### config.mk
export PLATFORM = sky130hd
export DESIGN_NAME = txbl_sequencer
export DESIGN_NICKNAME = d
export VERILOG_FILES = /design/src/rtl/txbl_sequencer.sv
export SDC_FILE = /design/constraint.sdc
export NUM_CORES = 1
export LEC_CHECK = 0
export ABC_AREA = 1
export CAP_MARGIN = 20
export CORE_MARGIN = 2
export CORE_UTILIZATION = 45
export CTS_CLUSTER_SIZE = 16
export DETAILED_ROUTE_END_ITERATION = 8
export GPL_TIMING_DRIVEN = 0
export HOLD_SLACK_MARGIN = 0.08
export PLACE_DENSITY = 0.74
export SLEW_MARGIN = 20
export SYNTH_ARGS = -nofsm -noshare
export SYNTH_HDL_FRONTEND = slang
export SYNTH_SLANG_ARGS = --single-unit
### constraint.sdc
create_clock -name cpu_clk -period 1.7 [get_ports cpu_clk]
set_input_delay 0.51 -clock cpu_clk [delete_from_list [all_inputs] [get_ports cpu_clk]]
set_output_delay 0.51 -clock cpu_clk [all_outputs]
set_load 0.03 [all_outputs]
### src/rtl/txbl_sequencer.sv
// Fill/scroll engine for the text-layer tile table; shares the single TXBL port
// with the CPU and stalls whenever the CPU claims it.
module txbl_sequencer #(
  parameter int ROWS   = 30,
  parameter int COLS   = 32,
  parameter int ADDR_W = 10,
  parameter int DATA_W = 8
) (
  input  logic              cpu_clk,
  input  logic              rst_n,
  input  logic              cmd_valid_i,
  input  logic              cmd_op_i,
  input  logic [DATA_W-1:0] cmd_fill_i,
  output logic              cmd_ready_o,
  input  logic              cpu_req_i,
  output logic              eng_active_o,
  output logic [ADDR_W-1:0] txbl_addr_o,
  output logic [DATA_W-1:0] txbl_wdata_o,
  output logic              txbl_wen_o,
  input  logic [DATA_W-1:0] txbl_rdata_i,
  output logic              busy_o,
  output logic              done_o
);

  localparam int CW = $clog2(COLS);
  localparam logic [4:0]    LAST_ROW = 5'(ROWS - 1);
  localparam logic [4:0]    PEN_ROW  = 5'(ROWS - 2);
  localparam logic [CW-1:0] LAST_COL = CW'(COLS - 1);

  typedef enum logic [2:0] {IDLE, FILL, SCR_RD, SCR_WR, SCR_FILL, DONE} state_t;

  state_t            state, state_nx;
  logic [4:0]        row, row_nx;
  logic [CW-1:0]     col, col_nx;
  logic [DATA_W-1:0] fill, fill_nx;
  logic [DATA_W-1:0] data, data_nx;
  logic              last_col;

  assign last_col = (col == LAST_COL);

  always_ff @(posedge cpu_clk or negedge rst_n) begin
    if (!rst_n) begin
      state <= IDLE;
      row   <= '0;
      col   <= '0;
      fill  <= '0;
      data  <= '0;
    end else begin
      state <= state_nx;
      row   <= row_nx;
      col   <= col_nx;
      fill  <= fill_nx;
      data  <= data_nx;
    end
  end

  // Every state holds its counters while cpu_req_i is high, so a stalled
  // access is simply re-presented on the first free cycle.
  always_comb begin
    state_nx     = state;
    row_nx       = row;
    col_nx       = col;
    fill_nx      = fill;
    data_nx      = data;
    cmd_ready_o  = 1'b0;
    eng_active_o = 1'b0;
    txbl_addr_o  = '0;
    txbl_wdata_o = '0;
    txbl_wen_o   = 1'b0;
    busy_o       = 1'b0;
    done_o       = 1'b0;
    case (state)
      IDLE: begin
        cmd_ready_o = 1'b1;
        if (cmd_valid_i) begin
          fill_nx  = cmd_fill_i;
          row_nx   = '0;
          col_nx   = '0;
          state_nx = cmd_op_i ? SCR_RD : FILL;
        end
      end
      FILL: begin
        busy_o       = 1'b1;
        txbl_addr_o  = ADDR_W'({row, col});
        txbl_wdata_o = fill;
        if (!cpu_req_i) begin
          eng_active_o = 1'b1;
          txbl_wen_o   = 1'b1;
          col_nx       = col + 1'b1;
          if (last_col) begin
            if (row == LAST_ROW) begin
              row_nx   = '0;
              state_nx = DONE;
            end else begin
              row_nx = row + 5'd1;
            end
          end
        end
      end
      SCR_RD: begin
        busy_o      = 1'b1;
        txbl_addr_o = ADDR_W'({row + 5'd1, col});
        if (!cpu_req_i) begin
          eng_active_o = 1'b1;
          data_nx      = txbl_rdata_i;
          state_nx     = SCR_WR;
        end
      end
      SCR_WR: begin
        busy_o       = 1'b1;
        txbl_addr_o  = ADDR_W'({row, col});
        txbl_wdata_o = data;
        if (!cpu_req_i) begin
          eng_active_o = 1'b1;
          txbl_wen_o   = 1'b1;
          col_nx       = col + 1'b1;
          if (last_col && row == PEN_ROW) begin
            row_nx   = LAST_ROW;
            state_nx = SCR_FILL;
          end else begin
            if (last_col) row_nx = row + 5'd1;
            state_nx = SCR_RD;
          end
        end
      end
      SCR_FILL: begin
        busy_o       = 1'b1;
        txbl_addr_o  = ADDR_W'({LAST_ROW, col});
        txbl_wdata_o = fill;
        if (!cpu_req_i) begin
          eng_active_o = 1'b1;
          txbl_wen_o   = 1'b1;
          col_nx       = col + 1'b1;
          if (last_col) begin
            row_nx   = '0;
            state_nx = DONE;
          end
        end
      end
      DONE: begin
        done_o   = 1'b1;
        state_nx = IDLE;
      end
      default: state_nx = IDLE;
    endcase
  end

endmodule

[Word level (Yosys, flattened, before mapping)]
Cells that the tools add are included.
Word-level totals
  flip-flop bits (word level): 29
  input bits: 21
  output and inout port bits: 23
  logic and storage cells: 70
Cells by class
  add/subtract/negate cells: 2
  equal/unequal tests: 18
  mux-type cells: 31
  bitwise operators: 1
  reduce and logical (&&, ||, !) cells: 13
Operators by type and width (number)
  two-way mux 5 bit: 10
  case mux 10 bit (3 select lines): 1
  two-way mux 3 bit: 9
  case mux 5 bit (4 select lines): 1
  inequality test 2 bit, second input constant: 9
  case mux 8 bit (2 select lines): 1
  AND reduction 8 bit: 2
  equality test 5 bit, second input constant: 3
  case mux 3 bit (5 select lines): 1
  adder 5 x 1 -> 5 bit, second input constant: 2
  case mux 5 bit (2 select lines): 1
  equality test 3 x 2 -> 1 bit, second input constant: 2
  equality test 3 bit, second input constant: 2
  two-way mux 1 bit: 6
  AND reduction 2 bit: 2
  nonzero test 4 bit: 1
  OR reduction 2 bit: 2
  OR reduction 4 bit: 1
  equality test 3 x 1 -> 1 bit, second input constant: 1
  zero test 3 bit: 1
  inequality test 3 bit, second input constant: 1
  AND reduction 3 bit: 1
  OR reduction 3 bit: 1
  two-way mux 2 bit: 1
  other kinds (3): 3

[Longest topological paths before layout]
Gate-level depths: netlist of the first run.
  depth in word-level cells: 5
  gate-level depth with buffers: 11
  mapped depth without buffers: 11

[Least setup slack after synthesis of the first run]
Ideal clock, no wire load.
  path kind: register to output
  from: reg state[0]
  to: out eng_active_o
  data arrival time: 1.720 ns
  data required time: 1.190 ns
  slack: -0.530 ns
  stages on the path, launching flop included: 9
  path buffers: 1
  cell sequence: dfrtp_1 buf_6 nor2_2 nand2_1 nand2_2 inv_1 nand2_1 inv_1 nor2_1
On the way
  longest elaborated chain between the ends: 3
  elaborated cells between the ends (all ways): 6
  those cells by class: eq/ne (4); mux (1); reduce/logical (1)
Ends and longest elaborated chain
  start, declared: line 32  | state_t state, state_nx;
  start signal, assigned: line 49  | state <= state_nx;
  equality test 3 bit, or another cell as far along: line 72  | case (state)
  OR reduction 4 bit (no source line) *
  two-way mux 1 bit *
  end, declared: line 16  | output logic eng_active_o,
Mark *: on every way between the ends. The rest lies on a longest branch, timed or not.

[Final worst setup path of the first run]
  from: reg state[2]
  to: out txbl_addr_o[1]
On the way
  longest elaborated chain between the ends: 3
  elaborated cells between the ends (all ways): 6
  those cells by class: eq/ne (4); mux (1); reduce/logical (1)
Ends and longest elaborated chain
  equality test 3 x 2 -> 1 bit or equality test 3 x 1 -> 1 bit (tied branches): line 72
  OR reduction 2 bit (no source line)
  case mux 10 bit (3 select lines) *: line 72
  end, declared: line 17  | output logic [ADDR_W-1:0] txbl_addr_o,
Marks and branches as above.

==> results.ini, run 1 <==
[clock_tree]
cts_hold_buf = 0
clk_pin_slew_worst_paths_ns = 0.07
cts_tree = done
clock_latency_ns = 0.29
clkSinkCount = 29
htreeDepth = 2
cts_buffer_depth = 2
cts_buffers = 5
clockRootBuffer = clkbuf_8

[setup_path]
cp_common_cell = nand2_4
critPathMaxStageDelay_ns = 0.46
slowest_stage = dfrtp_2
start_kind = register
crit_path_end_kind = primary output
crit_chain = inv_2 -> nand2_4 -> nand2_4 -> inv_4 -> nand2_4 -> clkinvlp_4 -> buf_6 -> nor2_4 -> buf_6
critPathRequiredTime_ns = 1.19
cp_max_fo = 6
rr_worst_depth = 11
arrival_ns = 1.68
critPathKind = reg -> out

[global_routing]
grt_use_total_pct = 23.5
grt_pass1_wl_mm = 7.97
grt_start_max_net_pins = 30
overflow = 0
antenna_found_initial = 0
grt_pass1_vias = 1800

[layout]
layout_commonest_cell = nand2_1
fillerInstances = 279
drive_gt1_share_pct = 40.1
final_cell_mix = nand2_1, buf_4, buf_6, inv_1, dfrtp_1
antennaDiodeCount = 0
syn_to_final_growth_pct = 60.8
nNetsFinal = 377
final_cells = 402

[pwr]
peakVddDrop_v = 0.00106
clockPowerShare_pct = 9.8
power_density_mw_per_mm2 = 1950
seq_power_share_pct = 20.7
combPwrFrac_pct = 69.5
netSwitchingFraction_pct = 48.6
p_leak_nw = 1.53
p_switching_mw = 2.80
cell_internal_pwr_mw = 2.95

[sta]
fin_setup_tns_ns = -9.11
final-hold-violation-count = 0
setup_slack_ns = -0.491
rsz0062_at_grt = yes
max_freq_mhz = 456
period_share_pct = 129
relSlewSlack_pct = 56.8
drv_slew = 0
setup_viol = 26
min_period_ns = 2.19
tightest_slew_ns = 0.649
finClkSkew_ns = 0.0120

[logic_synthesis]
synth.area.top_cells = dfrtp_1, nand2_1, inv_1, nand3_1, o21ai_0
ys_warn_count = 0
synth_cell_types = 22
synthCells = 264
synth.top_cell.area_share_pct = 39.7
syn_nets = 290
ys_seq_area_share_pct = 39.7
synth-seq-cells = 29
syn_area_per_cell_um2 = 6.93
synth_area_mm2 = 0.00183
yosysTopAreaCell = dfrtp_1

[place]
dp.cells = 356
io_buffers = 42
gp_congestion = 0.886
place_hpwl_mm = 3.22

[detailed_routing]
antenna_left = 0
drc_errors = 0
first_iter_violations = 158
firstDrtPassIters = 4
wirelength_mm = 5.81
vias = 2040
vias_per_cell = 5.07
wire_per_inst_um = 14.4

[floorplan]
die-area_mm2 = 0.00459
start_util_pct = 46.4
fp.coreArea_mm2 = 0.00394
io_pins = 44
dieHeight_um = 67.8
num_rows = 23
die_w_um = 67.8

[status]
violations = negative setup slack
status = complete, but fails checks

[run]
drv_cap = 0

[worst_hold_path]
hp-class = in -> async

==> layer usage <==
layer | global-route usage [%] | part of all wire [%] | vias up
li1 | - | - | 987
met1 | 29.0 | 41 | 962
met2 | 38.2 | 51 | 72
met3 | 6.33 | 5.2 | 19
met4 | 10.5 | 3.2 | 0
met5 | 0 | 0 | -
==> registers in the layout (all words and copies together) (netlist names) <==
signal	cells
data	8
row	5
col	5
state	3
fill	8
==> area by class of cell <==
cell class / count / area (um^2) / area share, %
Multi-Input combinational cell: 195 / 1130 / 38.6
Sequential cell: 29 / 729 / 24.8
Timing Repair Buffer: 79 / 726 / 24.7
Inverter: 35 / 143 / 4.85
Clock buffer: 5 / 68.8 / 2.34
Tap cell: 50 / 62.6 / 2.13
Buffer: 6 / 60.1 / 2.04
Clock inverter: 3 / 17.5 / 0.595
==> Yosys cell counts <==
library cell / count
nand2_1: 109
inv_1: 33
dfrtp_1: 29
nand3_1: 18
nor2_1: 15
o21ai_0: 14
o21ai_2: 8
nand2_2: 7
nor2_2: 6
ha_1: 5
buf_6: 3
o211ai_1: 3
xor2_1: 3
a21oi_1: 2
inv_2: 2
buf_2: 1
buf_4: 1
clkbuf_1: 1
nand4_1: 1
nor3_1: 1
o22ai_1: 1
or2_1: 1
==> repair_timing <==
action,in CTS,in global routing
resized for setup,190,35
cloned,1,0
setup endpoints to repair,23,31
pin swaps,6,10
hold endpoints to repair,0,0
buffers inserted,28,10
==> metrics by stage <==
stage | worst slack (ns) | area (um^2) | util (%) | power (mW) | hold WS [ns]
after floorplan | -0.280 | 1900 | - | 3.01 | 0.214
after global placement | -0.853 | 2380 | 60.3 | 3.80 | 0.451
after detailed placement | -0.879 | 2370 | 60.2 | 3.85 | 0.457
after CTS | -0.445 | 2770 | 70.2 | 5.23 | 0.265
after global routing | -0.530 | 2940 | 74.6 | 6.09 | 0.307
final | -0.491 | 2940 | 74.6 | 5.75 | 0.235
==> path summary, 6_finish.rpt <==
check / startpoint / to / slack (ns)
setup / recovery: state[2] / txbl_addr_o[1] / -0.49
hold / removal: rst_n / col[4] / 0.23
setup reg to reg: col[1] / state[0] / -0.03
hold reg to reg: data[3] / data[3] / 0.49
max in group asynchronous: rst_n / state[1] / 0.99
min in group cpu_clk: data[3] / data[3] / 0.49
==> worst max-delay path: cells and delay by family, from the launching register on <==
family / cells / cell delay [ns]
buffers and inverters: 5 / 0.58
DFF: 1 / 0.46
and+or+nand+nor: 4 / 0.35
==> cell families (layout without fill, tap and decap cells) <==
kind of cell	after synthesis	in the layout	share of synthesized area (%)
AO/OA/AOI/OAI	28	28	9.78
XOR/XNOR	3	3	1.44
adder cells (fa/ha/maj)	5	5	3.42
buffers and inverters	41	128	9.92
flip-flops	29	29	39.7
AND/OR/NAND/NOR	158	159	35.8
==> power groups by stage <==
stage	clock network (mW)	logic (mW)	registers, mW
after floorplan	0	1.90	1.11
after global placement	0	2.63	1.17
after detailed placement	0	2.67	1.18
after CTS	0.569	3.51	1.15
after global routing	0.602	4.28	1.21
final	0.564	4.00	1.19
No activity file was read; power rests on OpenSTA's default activity.
==> run 2, diff against run 1 <==
- SETUP_SLACK_MARGIN: not set -> 0.15
==> run 2 against run 1 <==
Critical path depth shrank 1. Global-route usage grew 2.0 points. Utilization grew 10 points. Hold slack gained 0.018 ns. Sequential share of layout area shrank 3.0 points. Highest routed layer unchanged. Fmax grew 1.3%. Cell area grew 14%. First-iteration DRC count grew 59%. Flip-flop and latch count is the same. Register-to-register slack lost 0.02 ns. Largest power group unchanged. Clock skew shrank 0.0041 ns. The flow still finishes with violations (negative setup slack).
==> results.ini, run 2 (synthesis gave the netlist of run 1 again) <==
[sta]
rsz0062_at_grt = yes
tightest_slew_ns = 0.688
period_share_pct = 127
relSlewSlack_pct = 54.1
final-hold-violation-count = 0
setup_viol = 29
fin_setup_tns_ns = -9.16
drv_slew = 0
max_freq_mhz = 462
min_period_ns = 2.16
finClkSkew_ns = 0.00790
setup_slack_ns = -0.463

[place]
place_area_mm2 = 0.00240
detailedPlace.worstSlack_ns = -0.885
gp_congestion = 0.911
dp.cells = 356
place_hpwl_mm = 3.07
io_buffers = 42

[setup_path]
crit_start = state[2]
crit_path_end_kind = primary output
reg2reg_to = data[5]
cp_max_fo = 6
arrival_ns = 1.65
critPathKind = reg -> out
r2r-start = state[0]
critPathRequiredTime_ns = 1.19
endpoint = txbl_wen_o
r2r_slack_ns = -0.05
rr_worst_depth = 8
start_kind = register

[clock_tree]
clock_latency_ns = 0.29
cts_hold_buf = 0
clockRootBuffer = clkbuf_8
htreeDepth = 2
cts_tree = done
clk_pin_slew_worst_paths_ns = 0.07
cts_buffers = 5
cts_buffer_depth = 2
clkSinkCount = 29

[detailed_routing]
vias = 2189
firstDrtPassIters = 4
wirelength_mm = 6.82
antenna_left = 0
vias_per_cell = 5.20
wire_per_inst_um = 16.2
drc_errors = 0
first_iter_violations = 252

[global_routing]
grt_start_max_net_pins = 30
grt_pass1_wl_mm = 8.70
overflow = 0
grt_pass1_vias = 1870
grt_use_total_pct = 25.6
antenna_found_initial = 0

[layout]
fillerInstances = 195
final_cells = 421
layout_commonest_cell = nand2_1
final_cell_mix = nand2_1, buf_4, buf_6, nand2_2, dfrtp_1
syn_to_final_growth_pct = 83.4
nNetsFinal = 396
drive_gt1_share_pct = 50.4
antennaDiodeCount = 0
design_area_mm2 = 0.00335
reg.largest.list = data x8, fill x8

[worst_hold_path]
hp-class = in -> async

[floorplan]
fp.coreArea_mm2 = 0.00394
io_pins = 44
die_w_um = 67.8
die-area_mm2 = 0.00459
dieHeight_um = 67.8
start_util_pct = 46.4
num_rows = 23

[pwr]
p_leak_nw = 1.69
power_density_mw_per_mm2 = 2000
peakVddDrop_v = 0.00101
p_total_mw = 6.70

[run]
drv_cap = 0

[status]
status = complete, but fails checks
violations = negative setup slack

[run 2: worst max-delay path, cell delays in order (launching register included)]
cell and delay (ns):
dfrtp_2 0.48, inv_4 0.15, nand2_8 0.07, nand2_4 0.09, inv_4 0.04, buf_4 0.13, buf_6 0.12, nor2_4 0.13
buf_6 0.15
[run 2: how the worst min path moves through the flow]
stage,endpoint,depth (start not counted),slack [ns],from
after floorplan,col[0],0,0.21,rst_n
after global placement,fill[3],2,0.45,fill[3]
after detailed placement,fill[6],2,0.46,fill[6]
after CTS,data[2],1,0.27,rst_n
after global routing,col[4],1,0.30,rst_n
final,row[3],1,0.25,rst_n
[run 2: what timing repair did]
action,4_1_cts,5_1_grt
setup endpoints to repair,34,44
pin swaps,17,38
gates resized for setup,213,56
cloned,3,0
setup buffers,34,20
[run 2: layer usage]
layer / global-route usage [%] / part of all wire, % / up-vias
met1: 33.3 / 37 / 1038
met5: 0 / 0 / -
li1: - / - / 1026
met2: 42.3 / 53 / 97
met3: 5.83 / 6.1 / 28
met4: 7.14 / 3.8 / 0
[run 2: area by class of cell]
class	instances	area, um^2	area share (%)
plain buffers	6	63.8	1.90
clock buffers	7	86.3	2.57
clock inverters	1	30.0	0.895
inverters	35	150	4.48
multi-input cells	195	1290	38.6
flip-flops and latches	29	732	21.8
well taps	50	62.6	1.86
repair buffers	98	935	27.9
[run 2: power by group]
| part | total, mW | switching, mW | internal, mW | leakage (nW) |
|---|---|---|---|---|
| clock network | 0.766 | 0.289 | 0.477 | 0.0585 |
| registers | 1.21 | 0.255 | 0.959 | 0.367 |
| logic | 4.72 | 2.60 | 2.12 | 1.26 |
[run 2: metrics by stage]
step	hold WS, ns	utilization (%)
5_1_grt	0.297	85.1
3_5_place_dp	0.455	60.8
3_3_place_gp	0.447	60.9
2_1_floorplan	0.214	-
6_report	0.253	85.1
4_1_cts	0.272	75.9
